`src/rtl/pipe_pkg.sv`:
```
// pipe_pkg: shared definitions for the pipeline stage registers.
//   pipe_state_t     : occupancy of a stage (EMPTY / ONE / FULL)
//   PIPE_STALL_CNT_W : width of the back-pressure debug counter
package pipe_pkg;

  typedef enum logic [1:0] {
    EMPTY = 2'b00,  // nothing held
    ONE   = 2'b01,  // main entry valid
    FULL  = 2'b10   // main and skid entries valid
  } pipe_state_t;

  localparam int PIPE_STALL_CNT_W = 16;

endpackage

```
`src/rtl/pipe_sat_cnt.sv`:
```
// pipe_sat_cnt: width-parametrised saturating up-counter.
//   clk : clock, rising edge
//   clr : synchronous clear (wins over inc)
//   inc : count enable; the count sticks at all-ones
//   cnt : current count
module pipe_sat_cnt #(
  parameter int W = 16
) (
  input  logic         clk,
  input  logic         clr,
  input  logic         inc,
  output logic [W-1:0] cnt
);

  logic [W-1:0] cnt_reg;

  always_ff @(posedge clk) begin
    if (clr) begin
      cnt_reg <= '0;
    end else if (inc && (cnt_reg != '1)) begin
      cnt_reg <= cnt_reg + 1'b1;
    end
  end

  assign cnt = cnt_reg;

endmodule

```
`src/rtl/pipe_stage_skid.sv`:
```
// pipe_stage_skid: valid/ready pipeline stage register with optional
// 2-entry skid buffer, synchronous flush and a saturating stall counter.
//   clk, reset             : clock and synchronous active-high reset
//   flush                  : squash all held entries (reset has priority)
//   up_valid_i/up_ready_o  : upstream handshake, up_data_i payload
//   dn_valid_o/dn_ready_i  : downstream handshake, dn_data_o payload
//   stall_cnt_o            : cycles with dn_valid_o && !dn_ready_i
// SKID=1 registers up_ready_o (2 entries); SKID=0 uses one entry and a
// combinational up_ready_o.
module pipe_stage_skid
  import pipe_pkg::*;
#(
  parameter int DATA_W   = 128,
  parameter int SKID     = 1,
  parameter int CLR_DATA = 1
) (
  input  logic                        clk,
  input  logic                        reset,
  input  logic                        flush,
  input  logic                        up_valid_i,
  output logic                        up_ready_o,
  input  logic [DATA_W-1:0]           up_data_i,
  output logic                        dn_valid_o,
  input  logic                        dn_ready_i,
  output logic [DATA_W-1:0]           dn_data_o,
  output logic [PIPE_STALL_CNT_W-1:0] stall_cnt_o
);

  pipe_state_t       state_reg, state_next;
  logic [DATA_W-1:0] main_reg, main_next;
  logic [DATA_W-1:0] skid_reg, skid_next;
  logic              accept, consume;

  assign accept  = up_valid_i && up_ready_o;
  assign consume = dn_valid_o && dn_ready_i;

  // State register
  always_ff @(posedge clk) begin
    if (reset) begin
      state_reg <= EMPTY;
    end else begin
      state_reg <= state_next;
    end
  end

  // Main entry; with CLR_DATA=0 reset leaves the payload untouched.
  always_ff @(posedge clk) begin
    if (reset) begin
      if (CLR_DATA != 0) begin
        main_reg <= '0;
      end
    end else begin
      main_reg <= main_next;
    end
  end

  // Next-state and payload steering
  always_comb begin
    state_next = state_reg;
    main_next  = main_reg;
    skid_next  = skid_reg;
    if (flush) begin
      // A beat accepted in this cycle is dropped along with held ones.
      state_next = EMPTY;
      if (CLR_DATA != 0) begin
        main_next = '0;
        skid_next = '0;
      end
    end else begin
      unique case (state_reg)
        EMPTY: begin
          if (accept) begin
            state_next = ONE;
            main_next  = up_data_i;
          end
        end
        ONE: begin
          if (accept && consume) begin
            main_next = up_data_i;
          end else if (accept) begin
            // Only reachable with SKID=1: SKID=0 is not ready here.
            state_next = FULL;
            skid_next  = up_data_i;
          end else if (consume) begin
            state_next = EMPTY;
          end
        end
        FULL: begin
          if (consume) begin
            state_next = ONE;
            main_next  = skid_reg;
          end
        end
        default: state_next = EMPTY;
      endcase
    end
  end

  generate
    if (SKID != 0) begin : g_skid
      logic up_ready_reg;

      // Ready is known one cycle ahead from the next occupancy, so the
      // upstream ready path never sees dn_ready_i combinationally.
      always_ff @(posedge clk) begin
        if (reset) begin
          up_ready_reg <= 1'b1;
        end else begin
          up_ready_reg <= (state_next != FULL);
        end
      end

      always_ff @(posedge clk) begin
        if (reset) begin
          if (CLR_DATA != 0) begin
            skid_reg <= '0;
          end
        end else begin
          skid_reg <= skid_next;
        end
      end

      assign up_ready_o = up_ready_reg;
    end else begin : g_noskid
      assign skid_reg   = '0;
      assign up_ready_o = !dn_valid_o || dn_ready_i;
    end
  endgenerate

  // Outputs
  always_comb begin
    dn_valid_o = (state_reg != EMPTY);
    dn_data_o  = main_reg;
  end

  pipe_sat_cnt #(
    .W(PIPE_STALL_CNT_W)
  ) u_stall_cnt (
    .clk(clk),
    .clr(reset),
    .inc(dn_valid_o && !dn_ready_i),
    .cnt(stall_cnt_o)
  );

endmodule
```
`config.mk`:
```
export PLATFORM = sky130hd
export DESIGN_NAME = pipe_stage_skid
export DESIGN_NICKNAME = d
export VERILOG_FILES = /design/src/rtl/pipe_pkg.sv /design/src/rtl/pipe_sat_cnt.sv /design/src/rtl/pipe_stage_skid.sv
export SDC_FILE = /design/constraint.sdc
export NUM_CORES = 1
export LEC_CHECK = 0
export ABC_CLOCK_PERIOD_IN_PS = 1700
export BUFFER_PORTS_ARGS = -buffer_cell sky130_fd_sc_hd__buf_2
export CAP_MARGIN = 20
export CORE_ASPECT_RATIO = 1.4
export CORE_MARGIN = 2
export CORE_UTILIZATION = 29
export DETAILED_ROUTE_END_ITERATION = 6
export PLACE_DENSITY = 0.47
export SYNTH_ARGS = -nofsm -noshare
export SYNTH_HDL_FRONTEND = slang
export SYNTH_SLANG_ARGS = --single-unit
```
`constraint.sdc`:
```
create_clock -name clk -period 1.7 [get_ports clk]
set_input_delay 0.34 -clock clk [delete_from_list [all_inputs] [get_ports clk]]
set_output_delay 0.34 -clock clk [all_outputs]
set_load 0.01 [all_outputs]
```
==> results list <==
- The core region is 40300 µm².
- After synthesis, the largest area contributor takes up 46.5% of total cell area.
- For this run, the number of Yosys warnings is 0.
- The number of max-slew violations in the final report was 0.
- Comb power frac: 14.1%
* Placed wire-length estimate after detailed placement: 24.1 mm
* Std cell rows: 87
- The tree built by TritonCTS fans out to 275 sinks.
- Min Clock Period, post-route: 1.77 ns
- Along the worst path, the maximum fanout reaches 10.
- Buffers placed on the I/O ports in this run total 278.
* Maximum VDD drop: 0.734 mV
* Sw Ratio: 25.2%
- Before antenna repair, the detailed router went through 4 iterations.
- The routed design has 40.5 mm of wire.
- Critical path class: flip-flop to flip-flop
- The most used flip-flop cell after synthesis is sky130_fd_sc_hd__dfxtp_1.
- Worst clock skew: 0.0105 ns
- At the worst endpoint, the required time is 2.18 ns.
* Area growth from synthesis to layout: 45.4%
* Total die area: 42500 µm²
* Launching element type of the critical path: flip-flop
* Synth top cells by count: 275 x sky130_fd_sc_hd__dfxtp_1, 266 x sky130_fd_sc_hd__nand2_1, 133 x sky130_fd_sc_hd__a21oi_1
- Power Density: 925 nW/µm²
- Final worst slack: -0.0704 ns
- The post-route netlist has 38.9% of its cells at a drive strength greater than 1.
- Final setup violating endpoints: 162
- The share of total power dissipated in the clock network is 43.7%.
- Filler Cell Count: 3986
* Clock slew seen by the registers of the worst setup and hold paths: 0.06 ns
- Dpl cell area: 14300 µm²
- Global placement routability congestion: 0.764
- Number of flip-flops and latches in the synthesized netlist: 275
- Final #Nets: 1785
- The tool flagged a number of max-cap violations equal to 0.
- The die is 243 µm tall.
* Ports placed on the boundary: 279
* Number of global-route vias before repair: 10400
* Antenna fix cells: 0
- In this run, the number of DRC markers left after iteration 0 of detailed routing was 445.
* CTS H-tree depth: 1
- Once layout is done, the placed cells without fillers occupy 17200 µm².
* Dominant cell type by area after synthesis: sky130_fd_sc_hd__dfxtp_1
- Count of final hold-check violations: 0
- Share of synthesized area occupied by flip-flops and latches: 46.5%
- In this run the static leakage power is 7.48 nW.
- In this run the worst hold path is classified as input pin to flip-flop.
* Number of cell instances on the worst register-to-register path: 7
- Root buffer selected by CTS: sky130_fd_sc_hd__clkbuf_16
- Worst-case clock buffer depth: 3
- After technology mapping, the gate count stands at 1261.
- The synthesized netlist occupies a cell area of 11900 µm².
- Post-synthesis cell type count: 48
- Pin slew with the least headroom to its limit: 0.461 ns
* Clock buffers created by TritonCTS: 30
* Most frequently used cell type in the post-synthesis netlist: sky130_fd_sc_hd__dfxtp_1
- Worst setup path end: dn_data_o[74]
- In this run the horizontal extent of the chip is 175 µm.
* Power after layout: 15.9 mW
* Crit path capture type: flip-flop
* Clock latency at the later pin of the worst-skew pair: 0.56 ns
* Total Routing Usage GR: 17.0%
* Maximum frequency from static timing analysis: 0.565 GHz
* Net Count, Synth: 1395
- Arrival time reported for the critical path endpoint: 2.25 ns
- Result of the run: finished, violations left
- For this run, design rule violations remaining after detail routing come to 0.
- Number of vias per cell after detailed routing: 4.85
- Wire length of the first global-routing pass: 58.4 mm
- RSZ-0062 raised after global routing: true
* DR WL/cell: 18.4 µm
* EDFF count, synth: 0
- TritonCTS built the clock tree.
- The initial antenna violation count is 2.
- Entering global routing, the biggest net connects 70 pins.
- The worst register-to-register path begins at state_reg[1].
- Summed over all layers, the global routing overflow is 0.
- Share of the clock period used by the worst path after layout: 104%
- Proportion of power drawn by flip-flops and latches: 42.2%
- Averaged over all synthesized cells, the footprint is 9.40 µm².
- Worst slew margin relative to its limit: 69.3%
- Worst r2r dst: dn_data_o[74]
- The checks that failed: setup timing.
- After synthesis, the cell types taking the most area are sky130_fd_sc_hd__dfxtp_1 46%, sky130_fd_sc_hd__a211oi_2 13%, sky130_fd_sc_hd__mux2i_1 11%.
* Starting density of the core: 29.4%
- In this run the worst setup path begins at state_reg[1].
* Number of antenna-violating nets in the routed design: 0
* Worst-case register-to-register setup slack: -0.07 ns
- Cell-internal power: 11.9 mW
- Switching Power: 4.02 mW
- After synthesis, the share of flip-flops with an asynchronous set or reset is 0%.
- The final route contains 10700 vias.
[critical path: stages (launching register included)]
cell,delay (ns)
sky130_fd_sc_hd__dfxtp_4,0.35
sky130_fd_sc_hd__buf_6,0.10
sky130_fd_sc_hd__and3b_1,0.18
sky130_fd_sc_hd__and2_4,0.17
sky130_fd_sc_hd__or2_4,0.29
sky130_fd_sc_hd__clkbuf_16,0.19
sky130_fd_sc_hd__clkbuf_16,0.18
sky130_fd_sc_hd__a211oi_2,0.21
[worst min path at each step]
stage                        from            to  depth (start not counted)
global placement     skid_reg[14]  skid_reg[14]                          2
finish              up_data_i[93]  skid_reg[93]                          3
detailed placement    skid_reg[3]   skid_reg[3]                          2
global route        up_data_i[68]  skid_reg[68]                          3
floorplan             skid_reg[0]   skid_reg[0]                          2
CTS                 up_data_i[68]  skid_reg[68]                          3
[power by group through the flow]
stage          clock network [mW]  logic [mW]  registers (mW)
2_1_floorplan                   0       0.948            6.95
3_3_place_gp                    0        1.72            6.87
3_5_place_dp                    0        1.74            6.87
4_1_cts                      7.18        1.96            6.73
5_1_grt                      7.43        2.41            6.75
6_report                     6.97        2.24            6.73
[kinds of logic (layout without fill, tap and decap cells)]
family	Yosys count	in the layout	synth area share (%)
muxes	138	138	11.7
xor gates and xnor gates	1	1	0.0739
DFF	275	275	46.5
adders and majority gates	1	1	0.106
and+or+nand+nor	444	444	16.4
AOI/OAI and AO/OA	279	279	20.0
buffers and inverters	123	536	5.19
[layout make-up]
| type | count | area [µm²] | share of cell area (%) |
|---|---|---|---|
| clock buffers | 48 | 910 | 5.28 |
| clock inverters | 7 | 135 | 0.784 |
| inverters | 7 | 26.3 | 0.152 |
| multi-input cells | 863 | 6040 | 35.0 |
| flip-flops and latches | 275 | 5510 | 32.0 |
| well taps | 534 | 668 | 3.88 |
| repair buffers | 474 | 3940 | 22.9 |
[layer usage]
metal | vias up | GRT usage (%) | wire length (µm)
met1 | 5181 | 20.6 | 17200
met4 | 4 | 4.46 | 768
met3 | 53 | 2.79 | 1740
met5 | - | 0 | 14
met2 | 231 | 30.9 | 20900
li1 | 5240 | - | -
[cells in the final DEF, fill, tap and decap left out, types with 3 or more instances in the layout]
cell,n
sky130_fd_sc_hd__clkbuf_1,10
sky130_fd_sc_hd__or2_4,5
sky130_fd_sc_hd__dfxtp_1,270
sky130_fd_sc_hd__nand2_1,257
sky130_fd_sc_hd__clkbuf_8,7
sky130_fd_sc_hd__buf_16,6
sky130_fd_sc_hd__clkbuf_16,51
sky130_fd_sc_hd__nor2_1,12
sky130_fd_sc_hd__buf_2,277
sky130_fd_sc_hd__a211oi_2,130
sky130_fd_sc_hd__inv_1,6
sky130_fd_sc_hd__mux2_2,8
sky130_fd_sc_hd__a21oi_2,29
sky130_fd_sc_hd__nand3_1,4
sky130_fd_sc_hd__a21oi_1,103
sky130_fd_sc_hd__nor3_1,128
sky130_fd_sc_hd__bufinv_16,4
sky130_fd_sc_hd__buf_12,29
sky130_fd_sc_hd__dlygate4sd3_1,70
sky130_fd_sc_hd__nand2_2,7
sky130_fd_sc_hd__dfxtp_2,4
sky130_fd_sc_hd__mux2i_1,130
sky130_fd_sc_hd__and3_1,3
sky130_fd_sc_hd__buf_4,56
sky130_fd_sc_hd__clkinv_2,3
sky130_fd_sc_hd__buf_6,14
sky130_fd_sc_hd__nor2b_1,7
[metrics by stage]
stage / setup slack [ns] / cells / hold slack, ns / utilization [%] / setup TNS (ns)
3_5_place_dp: -0.106 / 2041 / 0.446 / 35.6 / -1.04
5_1_grt: -0.158 / 2208 / 0.00207 / 42.8 / -23.59
2_1_floorplan: -0.0122 / 1261 / 0.436 / - / -0.0122
4_1_cts: -0.0364 / 2173 / 0.000462 / 40.4 / -0.919
3_3_place_gp: -0.123 / 2041 / 0.440 / 35.6 / -0.288
6_report: -0.0704 / 2208 / 0.0269 / 42.8 / -4.47
[what timing repair did]
| item | CTS | global route |
|---|---|---|
| resized for setup | 26 | 83 |
| hold buffers | 70 | 0 |
| endpoints found under the hold margin | 70 | 0 |
| setup endpoints to repair | 8 | 257 |
| cloned | 2 | 23 |
| buffers inserted | 5 | 12 |
| pin swaps | 2 | 17 |
(Power assumes the default switching activity.)
